### src/rtl/lsu_bus_ctrl_pkg.sv
// Shared types and constants for the load/store bus controller.
package lsu_pkg;

  // Transaction FSM states
  typedef enum logic [1:0] {
    IDLE,
    REQ,
    WAIT_RSP,
    DONE
  } state_e;

  // Access size decoded from func3[1:0]
  typedef enum logic [1:0] {
    SZ_BYTE,
    SZ_HALF,
    SZ_WORD
  } size_e;

  // RV32 load func3 encodings
  localparam logic [2:0] F3_LB  = 3'b000;
  localparam logic [2:0] F3_LH  = 3'b001;
  localparam logic [2:0] F3_LW  = 3'b010;
  localparam logic [2:0] F3_LBU = 3'b100;
  localparam logic [2:0] F3_LHU = 3'b101;

  // RV32 store func3 encodings
  localparam logic [2:0] F3_SB  = 3'b000;
  localparam logic [2:0] F3_SH  = 3'b001;
  localparam logic [2:0] F3_SW  = 3'b010;

  // Exception cause codes reported to WBU
  localparam logic [1:0] CAUSE_NONE         = 2'd0;
  localparam logic [1:0] CAUSE_LD_MISALIGN  = 2'd1;
  localparam logic [1:0] CAUSE_ST_MISALIGN  = 2'd2;
  localparam logic [1:0] CAUSE_ACCESS_FAULT = 2'd3;

  // Undefined size encodings (x11) fall back to a word access
  function automatic size_e decodeSize(input logic [2:0] func3);
    case (func3[1:0])
      2'b00:   return SZ_BYTE;
      2'b01:   return SZ_HALF;
      default: return SZ_WORD;
    endcase
  endfunction

endpackage

### src/rtl/lsu_bus_ctrl_if.sv
// EXU, WBU and memory-side handshake bundle of the load/store unit.
// master is the LSU's own view; slave is the view of its surroundings.
interface lsu_bus_ctrl_if #(
  parameter int SB_W = 128
);

  logic            in_valid;
  logic            in_ready;
  logic            in_mem_ren;
  logic            in_mem_wen;
  logic [2:0]      in_func3;
  logic [31:0]     in_addr;
  logic [31:0]     in_wdata;
  logic [SB_W-1:0] in_sb;

  logic            out_valid;
  logic            out_ready;
  logic [31:0]     out_rdata;
  logic [SB_W-1:0] out_sb;
  logic            out_err;
  logic [1:0]      out_cause;

  logic            mem_req_valid;
  logic            mem_req_ready;
  logic [31:0]     mem_req_addr;
  logic            mem_req_we;
  logic [31:0]     mem_req_wdata;
  logic [3:0]      mem_req_wstrb;
  logic            mem_rsp_valid;
  logic [31:0]     mem_rsp_rdata;
  logic            mem_rsp_err;

  modport master (
    input  in_valid, in_mem_ren, in_mem_wen, in_func3, in_addr, in_wdata, in_sb,
    output in_ready,
    output out_valid, out_rdata, out_sb, out_err, out_cause,
    input  out_ready,
    output mem_req_valid, mem_req_addr, mem_req_we, mem_req_wdata, mem_req_wstrb,
    input  mem_req_ready,
    input  mem_rsp_valid, mem_rsp_rdata, mem_rsp_err
  );

  modport slave (
    output in_valid, in_mem_ren, in_mem_wen, in_func3, in_addr, in_wdata, in_sb,
    input  in_ready,
    input  out_valid, out_rdata, out_sb, out_err, out_cause,
    output out_ready,
    input  mem_req_valid, mem_req_addr, mem_req_we, mem_req_wdata, mem_req_wstrb,
    output mem_req_ready,
    output mem_rsp_valid, mem_rsp_rdata, mem_rsp_err
  );

endinterface

### src/rtl/lsu_bus_ctrl_data_align.sv
// Byte-lane datapath: misalignment check and store lane generation on the
// incoming instruction, load lane extraction and extension on the captured one.
module lsu_data_align
  import lsu_pkg::*;
(
  input  logic [2:0]  st_func3_i,
  input  logic [1:0]  st_addr_lo_i,
  input  logic [31:0] st_wdata_i,
  output logic        misalign_o,
  output logic [3:0]  wstrb_o,
  output logic [31:0] wdata_o,
  input  logic [2:0]  ld_func3_i,
  input  logic [1:0]  ld_addr_lo_i,
  input  logic [31:0] rdata_i,
  output logic [31:0] ld_data_o
);

  size_e       stSize;
  size_e       ldSize;
  logic [31:0] shifted;

  // Store side: replicate data across lanes and build the byte strobe
  always_comb begin
    stSize     = decodeSize(st_func3_i);
    misalign_o = 1'b0;
    wstrb_o    = 4'b1111;
    wdata_o    = st_wdata_i;
    case (stSize)
      SZ_BYTE: begin
        wstrb_o = 4'b0001 << st_addr_lo_i;
        wdata_o = {4{st_wdata_i[7:0]}};
      end
      SZ_HALF: begin
        misalign_o = st_addr_lo_i[0];
        wstrb_o    = 4'b0011 << st_addr_lo_i;
        wdata_o    = {2{st_wdata_i[15:0]}};
      end
      default: begin
        misalign_o = (st_addr_lo_i != 2'b00);
      end
    endcase
  end

  // Load side: shift the addressed lane down, then sign- or zero-extend
  always_comb begin
    ldSize  = decodeSize(ld_func3_i);
    shifted = rdata_i >> {ld_addr_lo_i, 3'b000};
    case (ldSize)
      SZ_BYTE: ld_data_o = {{24{~ld_func3_i[2] & shifted[7]}}, shifted[7:0]};
      SZ_HALF: ld_data_o = {{16{~ld_func3_i[2] & shifted[15]}}, shifted[15:0]};
      default: ld_data_o = rdata_i;
    endcase
  end

endmodule

### src/rtl/lsu_bus_ctrl.sv
// Load/store unit between EXU and WBU: one instruction in flight, a
// valid/ready memory request/response pair and a bounded response wait.
module lsu_bus_ctrl
  import lsu_pkg::*;
#(
  parameter int SB_W        = 128,
  parameter int TIMEOUT_CYC = 256,
  parameter int CNT_W       = 9
) (
  input  logic               clk,
  input  logic               rst,
  lsu_bus_ctrl_if.master     bus
);

  state_e          state_q;
  logic [2:0]      func3_q;
  logic [1:0]      addr_lo_q;
  logic            is_store_q;
  logic [SB_W-1:0] sb_q;
  logic [CNT_W-1:0] cnt_q;

  logic            in_ready_q;
  logic            out_valid_q;
  logic [31:0]     out_rdata_q;
  logic            out_err_q;
  logic [1:0]      out_cause_q;

  logic            req_valid_q;
  logic [31:0]     req_addr_q;
  logic            req_we_q;
  logic [31:0]     req_wdata_q;
  logic [3:0]      req_wstrb_q;

  logic            misalign;
  logic [3:0]      laneWstrb;
  logic [31:0]     laneWdata;
  logic [31:0]     ldData;

  logic            isMemIn;
  logic            isStoreIn;
  logic [CNT_W-1:0] cnt_d;
  logic            timeoutHit;
  logic [1:0]      rsp_cause_d;
  logic [31:0]     rsp_rdata_d;

  lsu_data_align u_align (
    .st_func3_i   (bus.in_func3),
    .st_addr_lo_i (bus.in_addr[1:0]),
    .st_wdata_i   (bus.in_wdata),
    .misalign_o   (misalign),
    .wstrb_o      (laneWstrb),
    .wdata_o      (laneWdata),
    .ld_func3_i   (func3_q),
    .ld_addr_lo_i (addr_lo_q),
    .rdata_i      (bus.mem_rsp_rdata),
    .ld_data_o    (ldData)
  );

  // Decode the incoming op and pre-compute the values a response would commit
  always_comb begin
    isStoreIn   = bus.in_mem_wen;
    isMemIn     = bus.in_mem_wen | bus.in_mem_ren;
    cnt_d       = cnt_q + 1'b1;
    timeoutHit  = (cnt_q == CNT_W'(TIMEOUT_CYC - 1));
    rsp_cause_d = bus.mem_rsp_err ? CAUSE_ACCESS_FAULT : CAUSE_NONE;
    rsp_rdata_d = (bus.mem_rsp_err || is_store_q) ? 32'h0 : ldData;
  end

  // Transaction FSM with capture registers, timeout counter and registered outputs
  always_ff @(posedge clk or negedge rst) begin
    if (!rst) begin
      state_q     <= IDLE;
      func3_q     <= '0;
      addr_lo_q   <= '0;
      is_store_q  <= 1'b0;
      sb_q        <= '0;
      cnt_q       <= '0;
      in_ready_q  <= 1'b1;
      out_valid_q <= 1'b0;
      out_rdata_q <= '0;
      out_err_q   <= 1'b0;
      out_cause_q <= CAUSE_NONE;
      req_valid_q <= 1'b0;
      req_addr_q  <= '0;
      req_we_q    <= 1'b0;
      req_wdata_q <= '0;
      req_wstrb_q <= '0;
    end else begin
      case (state_q)
        IDLE: begin
          if (bus.in_valid) begin
            func3_q     <= bus.in_func3;
            addr_lo_q   <= bus.in_addr[1:0];
            is_store_q  <= isStoreIn;
            sb_q        <= bus.in_sb;
            in_ready_q  <= 1'b0;
            out_rdata_q <= '0;
            out_err_q   <= 1'b0;
            out_cause_q <= CAUSE_NONE;
            if (!isMemIn) begin
              state_q     <= DONE;
              out_valid_q <= 1'b1;
            end else if (misalign) begin
              state_q     <= DONE;
              out_valid_q <= 1'b1;
              out_err_q   <= 1'b1;
              out_cause_q <= isStoreIn ? CAUSE_ST_MISALIGN : CAUSE_LD_MISALIGN;
            end else begin
              state_q     <= REQ;
              req_valid_q <= 1'b1;
              req_addr_q  <= {bus.in_addr[31:2], 2'b00};
              req_we_q    <= isStoreIn;
              req_wdata_q <= isStoreIn ? laneWdata : 32'h0;
              req_wstrb_q <= isStoreIn ? laneWstrb : 4'b0000;
            end
          end
        end
        REQ: begin
          if (bus.mem_req_ready) begin
            state_q     <= WAIT_RSP;
            req_valid_q <= 1'b0;
            cnt_q       <= '0;
          end
        end
        WAIT_RSP: begin
          if (bus.mem_rsp_valid) begin
            state_q     <= DONE;
            out_valid_q <= 1'b1;
            out_err_q   <= bus.mem_rsp_err;
            out_cause_q <= rsp_cause_d;
            out_rdata_q <= rsp_rdata_d;
          end else if (timeoutHit) begin
            state_q     <= DONE;
            out_valid_q <= 1'b1;
            out_err_q   <= 1'b1;
            out_cause_q <= CAUSE_ACCESS_FAULT;
            out_rdata_q <= '0;
          end else begin
            cnt_q <= cnt_d;
          end
        end
        DONE: begin
          if (bus.out_ready) begin
            state_q     <= IDLE;
            out_valid_q <= 1'b0;
            in_ready_q  <= 1'b1;
          end
        end
        default: begin
          state_q <= IDLE;
        end
      endcase
    end
  end

  assign bus.in_ready      = in_ready_q;
  assign bus.out_valid     = out_valid_q;
  assign bus.out_rdata     = out_rdata_q;
  assign bus.out_sb        = sb_q;
  assign bus.out_err       = out_err_q;
  assign bus.out_cause     = out_cause_q;
  assign bus.mem_req_valid = req_valid_q;
  assign bus.mem_req_addr  = req_addr_q;
  assign bus.mem_req_we    = req_we_q;
  assign bus.mem_req_wdata = req_wdata_q;
  assign bus.mem_req_wstrb = req_wstrb_q;

endmodule

### src/flat_wrapper.sv
// flat-port wrapper written by rule: the top's interface ports become plain ports
module lsu_bus_ctrl_flat import lsu_pkg::*;
#(
  parameter int SB_W        = 128,
  parameter int TIMEOUT_CYC = 256,
  parameter int CNT_W       = 9
)
  (clk, rst, bus_in_valid, bus_in_mem_ren, bus_in_mem_wen, bus_in_func3, bus_in_addr, bus_in_wdata, bus_in_sb, bus_in_ready, bus_out_valid, bus_out_rdata, bus_out_sb, bus_out_err, bus_out_cause, bus_out_ready, bus_mem_req_valid, bus_mem_req_addr, bus_mem_req_we, bus_mem_req_wdata, bus_mem_req_wstrb, bus_mem_req_ready, bus_mem_rsp_valid, bus_mem_rsp_rdata, bus_mem_rsp_err);
  lsu_bus_ctrl_if #(.SB_W(SB_W)) bus_i ();
  input  logic clk;
  input  logic rst;
  input wire logic [$bits(bus_i.in_valid)-1:0] bus_in_valid;
  input wire logic [$bits(bus_i.in_mem_ren)-1:0] bus_in_mem_ren;
  input wire logic [$bits(bus_i.in_mem_wen)-1:0] bus_in_mem_wen;
  input wire logic [$bits(bus_i.in_func3)-1:0] bus_in_func3;
  input wire logic [$bits(bus_i.in_addr)-1:0] bus_in_addr;
  input wire logic [$bits(bus_i.in_wdata)-1:0] bus_in_wdata;
  input wire logic [$bits(bus_i.in_sb)-1:0] bus_in_sb;
  output wire logic [$bits(bus_i.in_ready)-1:0] bus_in_ready;
  output wire logic [$bits(bus_i.out_valid)-1:0] bus_out_valid;
  output wire logic [$bits(bus_i.out_rdata)-1:0] bus_out_rdata;
  output wire logic [$bits(bus_i.out_sb)-1:0] bus_out_sb;
  output wire logic [$bits(bus_i.out_err)-1:0] bus_out_err;
  output wire logic [$bits(bus_i.out_cause)-1:0] bus_out_cause;
  input wire logic [$bits(bus_i.out_ready)-1:0] bus_out_ready;
  output wire logic [$bits(bus_i.mem_req_valid)-1:0] bus_mem_req_valid;
  output wire logic [$bits(bus_i.mem_req_addr)-1:0] bus_mem_req_addr;
  output wire logic [$bits(bus_i.mem_req_we)-1:0] bus_mem_req_we;
  output wire logic [$bits(bus_i.mem_req_wdata)-1:0] bus_mem_req_wdata;
  output wire logic [$bits(bus_i.mem_req_wstrb)-1:0] bus_mem_req_wstrb;
  input wire logic [$bits(bus_i.mem_req_ready)-1:0] bus_mem_req_ready;
  input wire logic [$bits(bus_i.mem_rsp_valid)-1:0] bus_mem_rsp_valid;
  input wire logic [$bits(bus_i.mem_rsp_rdata)-1:0] bus_mem_rsp_rdata;
  input wire logic [$bits(bus_i.mem_rsp_err)-1:0] bus_mem_rsp_err;
  assign bus_i.in_valid = bus_in_valid;
  assign bus_i.in_mem_ren = bus_in_mem_ren;
  assign bus_i.in_mem_wen = bus_in_mem_wen;
  assign bus_i.in_func3 = bus_in_func3;
  assign bus_i.in_addr = bus_in_addr;
  assign bus_i.in_wdata = bus_in_wdata;
  assign bus_i.in_sb = bus_in_sb;
  assign bus_in_ready = bus_i.in_ready;
  assign bus_out_valid = bus_i.out_valid;
  assign bus_out_rdata = bus_i.out_rdata;
  assign bus_out_sb = bus_i.out_sb;
  assign bus_out_err = bus_i.out_err;
  assign bus_out_cause = bus_i.out_cause;
  assign bus_i.out_ready = bus_out_ready;
  assign bus_mem_req_valid = bus_i.mem_req_valid;
  assign bus_mem_req_addr = bus_i.mem_req_addr;
  assign bus_mem_req_we = bus_i.mem_req_we;
  assign bus_mem_req_wdata = bus_i.mem_req_wdata;
  assign bus_mem_req_wstrb = bus_i.mem_req_wstrb;
  assign bus_i.mem_req_ready = bus_mem_req_ready;
  assign bus_i.mem_rsp_valid = bus_mem_rsp_valid;
  assign bus_i.mem_rsp_rdata = bus_mem_rsp_rdata;
  assign bus_i.mem_rsp_err = bus_mem_rsp_err;
  lsu_bus_ctrl #(.SB_W(SB_W), .TIMEOUT_CYC(TIMEOUT_CYC), .CNT_W(CNT_W)) u_core (.clk(clk), .rst(rst), .bus(bus_i));
endmodule
### config.mk
export PLATFORM = sky130hd
export DESIGN_NAME = lsu_bus_ctrl_flat
export DESIGN_NICKNAME = d
export VERILOG_FILES = /design/src/rtl/lsu_bus_ctrl_pkg.sv /design/src/rtl/lsu_bus_ctrl_if.sv /design/src/rtl/lsu_bus_ctrl_data_align.sv /design/src/rtl/lsu_bus_ctrl.sv /design/src/flat_wrapper.sv
export SDC_FILE = /design/constraint.sdc
export NUM_CORES = 1
export LEC_CHECK = 0
export BUFFER_PORTS_ARGS = -buffer_cell sky130_fd_sc_hd__buf_2
export CAP_MARGIN = 0
export CELL_PAD_IN_SITES_DETAIL_PLACEMENT = 1
export CELL_PAD_IN_SITES_GLOBAL_PLACEMENT = 2
export CORE_AREA = 2 2 201 203
export CTS_CLUSTER_DIAMETER = 80
export CTS_CLUSTER_SIZE = 30
export DETAILED_ROUTE_END_ITERATION = 10
export DIE_AREA = 0 0 203 205
export MAX_ROUTING_LAYER = met4
export PLACE_DENSITY_LB_ADDON = 0.08
export SLEW_MARGIN = 20
export SYNTH_ARGS = -nofsm -noshare
export SYNTH_HDL_FRONTEND = slang
export SYNTH_SLANG_ARGS = --single-unit
### constraint.sdc
create_clock -name clk -period 2.77 [get_ports clk]
set_clock_uncertainty 0.1 [all_clocks]
set_input_delay 0.1385 -clock clk [delete_from_list [all_inputs] [get_ports clk]]
set_output_delay 0.1385 -clock clk [all_outputs]
set_load 0.02 [all_outputs]
==> run summary <==
For this design, the sink count on the clock tree is 250. Routability-driven placement finished with a final weighted congestion of 0.771. Counting the buffers created by CTS gives 22.

The number of library cell types mapped by synthesis was 56; the via density per instance was 4.40. The number of antenna violations at the first check in global routing is 3, and the worst voltage drop across the vdd grid is 0.000465 V. The switching fraction of total power came out at 0.436. The total core area was 39400 sq um.

The number of buffers added on ports is 468, and the row count is 73. The tools report the number of vias in the routed layout as 10200. The remaining number of nets flagged by the antenna check after routing was 0. STA classifies the critical path endpoint as a flop. The floorplan step defined a die boundary enclosing 41600 sq um. The die is 205 microns tall.

The headroom to the max-slew limit came out at 0.501. The count of H-tree levels built during CTS was 1; the clock edge transition at the registers on the reported setup and hold paths was 0.08 ns. The peak fanout along the critical path came out at 32. For this run, the post-layout net count is 2020. During I/O placement, the number of pins put on the boundary was 471.

The first global-routing pass estimated 62.5 mm of wire. The utilization after layout is 0.429, and the transition time of the tightest slew-check pin is 0.747 ns. Share of layout cells above drive strength 1: 0.320.

In this run the deepest clock path goes through 3 buffers. Measured along the x axis, the die boundary spans 203 microns. In this run, synthesis inferred 0 flip-flops with an integrated enable. For this run the aggregate overflow at the end of global routing stands at 0. Setup repair after global routing left no endpoint under its margin. The final wirelength is 40.3 mm, and the synthesized flop and latch total is 250. The cell count after synthesis came out at 1074. Fraction of the yosys area taken by sequential cells: 0.593.

Adding up every negative setup slack in the final design gives 0 ns. After layout, the minimum clock period comes to 2.56 ns. The area growth from synthesis to layout is 60.0%.

The cell area that synthesis handed to floorplanning was 10600 sq um. Summed over all nets, the switching power comes to 7.56 mW. The number of remaining DRC errors was 0; the combinational power share was 0.449. The run gives 0.195 as the global-route usage over all layers. TritonCTS built the clock tree. The sequential fraction of design power was 0.360; the largest net degree at the start of global routing was 93. The number of synthesis warnings is 0. The fraction of synthesis flops using an asynchronous set or reset pin is 1.00, and the part of the power in the clock network is 0.192.

The average footprint of a synthesized cell works out to 9.82 sq um. The number of max-cap violations is 0, and the setup fix buffers added after clock tree synthesis is 0. The cell at the root of the clock tree is sky130_fd_sc_hd__clkbuf_16.

For the HPWL reported at the end of detailed placement, the log shows 27.5 mm. The final count of hold timing violations was 0; the final period utilization was 0.924. The post-route non-filler standard cell count was 2320; the cell area power density was 1030 nW/um^2. For the initial core utilization, the log shows 0.268.

The number of placed instances, taps included came out at 2025. The most frequently used flop master after synthesis is sky130_fd_sc_hd__dfrtp_1. For the worst setup path, the data required time is 3.08 ns. The detailed router finished its first iteration with 356 violations.

Category of the worst setup path launch point: a flop. Clock latency on the worst-skew pair, taken at its later pin, is 0.54 ns. The logs give 9.79 mW for the internal power consumption and 11000 for the via count of the first global-routing pass. The first detailed-routing pass ran for 4 iterations. Dividing the detail-routed wire length by the instance count gives 17.4 microns. Derived from the worst setup path, the maximum achievable clock frequency is 391 MHz. By startpoint and endpoint, the worst setup path is classified as reg -> reg. For the worst setup path, the data arrival time is 2.87 ns. The analysis attributes to cell leakage a power of 8.94 nW. The flow ran to the end, and the final reports show no timing, DRC or antenna violations. Path type of the worst min-delay path: in -> async. The tools report the max-slew violation count as 0. Count of final setup violators: 0.
==> synth_stat cells, types with 2 or more instances <==
cell                       count  area share
sky130_fd_sc_hd__clkbuf_1     48       0.017
sky130_fd_sc_hd__nor2_1       27      0.0096
sky130_fd_sc_hd__and3_1        2      0.0012
sky130_fd_sc_hd__nand3_1       8      0.0038
sky130_fd_sc_hd__or3_1         2      0.0012
sky130_fd_sc_hd__o22a_1        3      0.0025
sky130_fd_sc_hd__nand2_1     466        0.17
sky130_fd_sc_hd__buf_4         2      0.0014
sky130_fd_sc_hd__nand3b_1      3      0.0021
sky130_fd_sc_hd__a21oi_1      13      0.0062
sky130_fd_sc_hd__a221o_1      16       0.015
sky130_fd_sc_hd__mux2_2       33       0.035
sky130_fd_sc_hd__o221ai_1      4      0.0033
sky130_fd_sc_hd__dfrtp_1     249        0.59
sky130_fd_sc_hd__a31oi_1       2      0.0012
sky130_fd_sc_hd__nor3b_1       4      0.0028
sky130_fd_sc_hd__nor4b_1       2      0.0017
sky130_fd_sc_hd__inv_1         6      0.0021
sky130_fd_sc_hd__nand2b_1      8      0.0047
sky130_fd_sc_hd__mux2i_1      36       0.034
sky130_fd_sc_hd__o21ai_0      39       0.019
sky130_fd_sc_hd__a22o_1       15       0.012
sky130_fd_sc_hd__o22ai_1       6      0.0036
sky130_fd_sc_hd__buf_2         5      0.0024
sky130_fd_sc_hd__a22oi_1       8      0.0057
sky130_fd_sc_hd__o211a_1       7      0.0066
sky130_fd_sc_hd__and2_1        2      0.0012
sky130_fd_sc_hd__nor3_1        2     0.00095
sky130_fd_sc_hd__buf_1         8      0.0028
sky130_fd_sc_hd__o211ai_1      2      0.0014
sky130_fd_sc_hd__nor2b_1       6      0.0036
sky130_fd_sc_hd__buf_6         2      0.0021
sky130_fd_sc_hd__o31ai_1       9      0.0064
sky130_fd_sc_hd__ha_1          7      0.0083
==> critical path, cell delays in order (launching register included) <==
cell and delay, ns:
sky130_fd_sc_hd__dfrtp_1 0.39, sky130_fd_sc_hd__ha_1 0.20, sky130_fd_sc_hd__and3_1 0.21, sky130_fd_sc_hd__nand3_1 0.12, sky130_fd_sc_hd__nor2_1 0.12, sky130_fd_sc_hd__ha_1 0.16
sky130_fd_sc_hd__nor3b_2 0.05, sky130_fd_sc_hd__buf_4 0.14, sky130_fd_sc_hd__or3_1 0.39, sky130_fd_sc_hd__buf_12 0.19, sky130_fd_sc_hd__a221o_1 0.35
==> placed cells by master, fill, tap and decap left out, types with 3 or more instances in the layout <==
cell,n
sky130_fd_sc_hd__a21oi_1,13
sky130_fd_sc_hd__a221o_1,16
sky130_fd_sc_hd__a22o_1,15
sky130_fd_sc_hd__a22oi_1,8
sky130_fd_sc_hd__buf_12,8
sky130_fd_sc_hd__buf_2,467
sky130_fd_sc_hd__buf_4,14
sky130_fd_sc_hd__clkbuf_16,23
sky130_fd_sc_hd__clkinv_8,3
sky130_fd_sc_hd__dfrtp_1,249
sky130_fd_sc_hd__diode_2,3
sky130_fd_sc_hd__dlygate4sd3_1,253
sky130_fd_sc_hd__ha_1,6
sky130_fd_sc_hd__inv_1,6
sky130_fd_sc_hd__inv_8,4
sky130_fd_sc_hd__mux2_2,33
sky130_fd_sc_hd__mux2i_1,36
sky130_fd_sc_hd__nand2_1,465
sky130_fd_sc_hd__nand2b_1,8
sky130_fd_sc_hd__nand3_1,8
sky130_fd_sc_hd__nand3b_1,3
sky130_fd_sc_hd__nor2_1,27
sky130_fd_sc_hd__nor2b_1,6
sky130_fd_sc_hd__nor3b_1,4
sky130_fd_sc_hd__o211a_1,7
sky130_fd_sc_hd__o21ai_0,39
sky130_fd_sc_hd__o221ai_1,4
sky130_fd_sc_hd__o22a_1,3
sky130_fd_sc_hd__o22ai_1,6
sky130_fd_sc_hd__o31ai_1,9
==> flip-flops by register name, indices dropped and copies added, names as in the netlist, 2 cells and up <==
register / flops
u_core.state_q: 2
u_core.bus.mem_req_wdata: 32
u_core.addr_lo_q: 2
u_core.bus.mem_req_addr: 30
u_core.cnt_q: 9
u_core.bus.out_sb: 128
u_core.func3_q: 3
u_core.bus.mem_req_wstrb: 4
u_core.bus.out_cause: 2
u_core.bus.out_rdata: 32
==> worst paths after layout <==
path	depth (start not counted)	start	to	slack (ns)
hold / removal	2	rst	u_core.bus.mem_req_wdata[20]	0.04
max in group asynchronous	3	rst	u_core.bus.in_ready	1.65
hold reg to reg	2	u_core.bus.out_sb[54]	u_core.bus.out_sb[54]	0.37
setup reg to reg	10	u_core.cnt_q[0]	u_core.bus.out_rdata[29]	0.21
min in group clk	5	bus_mem_rsp_valid	u_core.cnt_q[6]	0.06
setup / recovery	10	u_core.cnt_q[0]	u_core.bus.out_rdata[29]	0.21
==> power by group through the flow <==
stage	clock network [mW]	registers, mW	logic (mW)
final	3.32	6.24	7.79
after global routing	3.60	6.47	8.53
after CTS	3.48	6.26	7.92
after detailed placement	0	6.30	7.58
after global placement	0	6.25	7.49
after floorplan	0	8.08	2.71
==> through the flow <==
stage	cell area, sq um	setup WS, ns	hold WS [ns]	power, mW
floorplan	10600	0.297	-0.257	10.8
global placement	13600	0.244	0.0365	13.7
detailed placement	13600	0.200	0.0262	13.9
CTS	16900	0.156	0.0352	17.7
global route	16900	0.0304	0.0638	18.6
finish	16900	0.210	0.0400	17.4
==> area by class of cell <==
cell class	count	area, sq um
fill	4576	22500
sequential	250	6260
timing repair buffer	743	5150
multi-input combinational	754	4020
tap	525	657
clock buffer	25	593
clock inverter	14	168
inverter	6	22.5
antenna	3	7.51
==> what timing repair did <==
item | in CTS | in global routing
endpoints found under the setup margin | 0 | 1
resized for setup | 0 | 1
hold buffers | 253 | 0
hold endpoints to repair | 458 | 0
==> layer usage <==
metal	share of wire	vias up	track usage
met5	0	-	-
met4	0.024	0	0.0524
met3	0.061	55	0.0426
met2	0.49	287	0.330
met1	0.42	4932	0.235
li1	-	4942	-
==> logic make-up after synthesis <==
kind of cell | share of synthesized area
and+or+nand+nor | 0.207
DFF | 0.593
xor gates and xnor gates | 0.00166
adders and majority gates | 0.00830
muxes | 0.0694
AOI/OAI and AO/OA | 0.0920
other | 0.000355
buffers and inverters | 0.0280
Note: power is estimated with default switching activity, not from simulation.
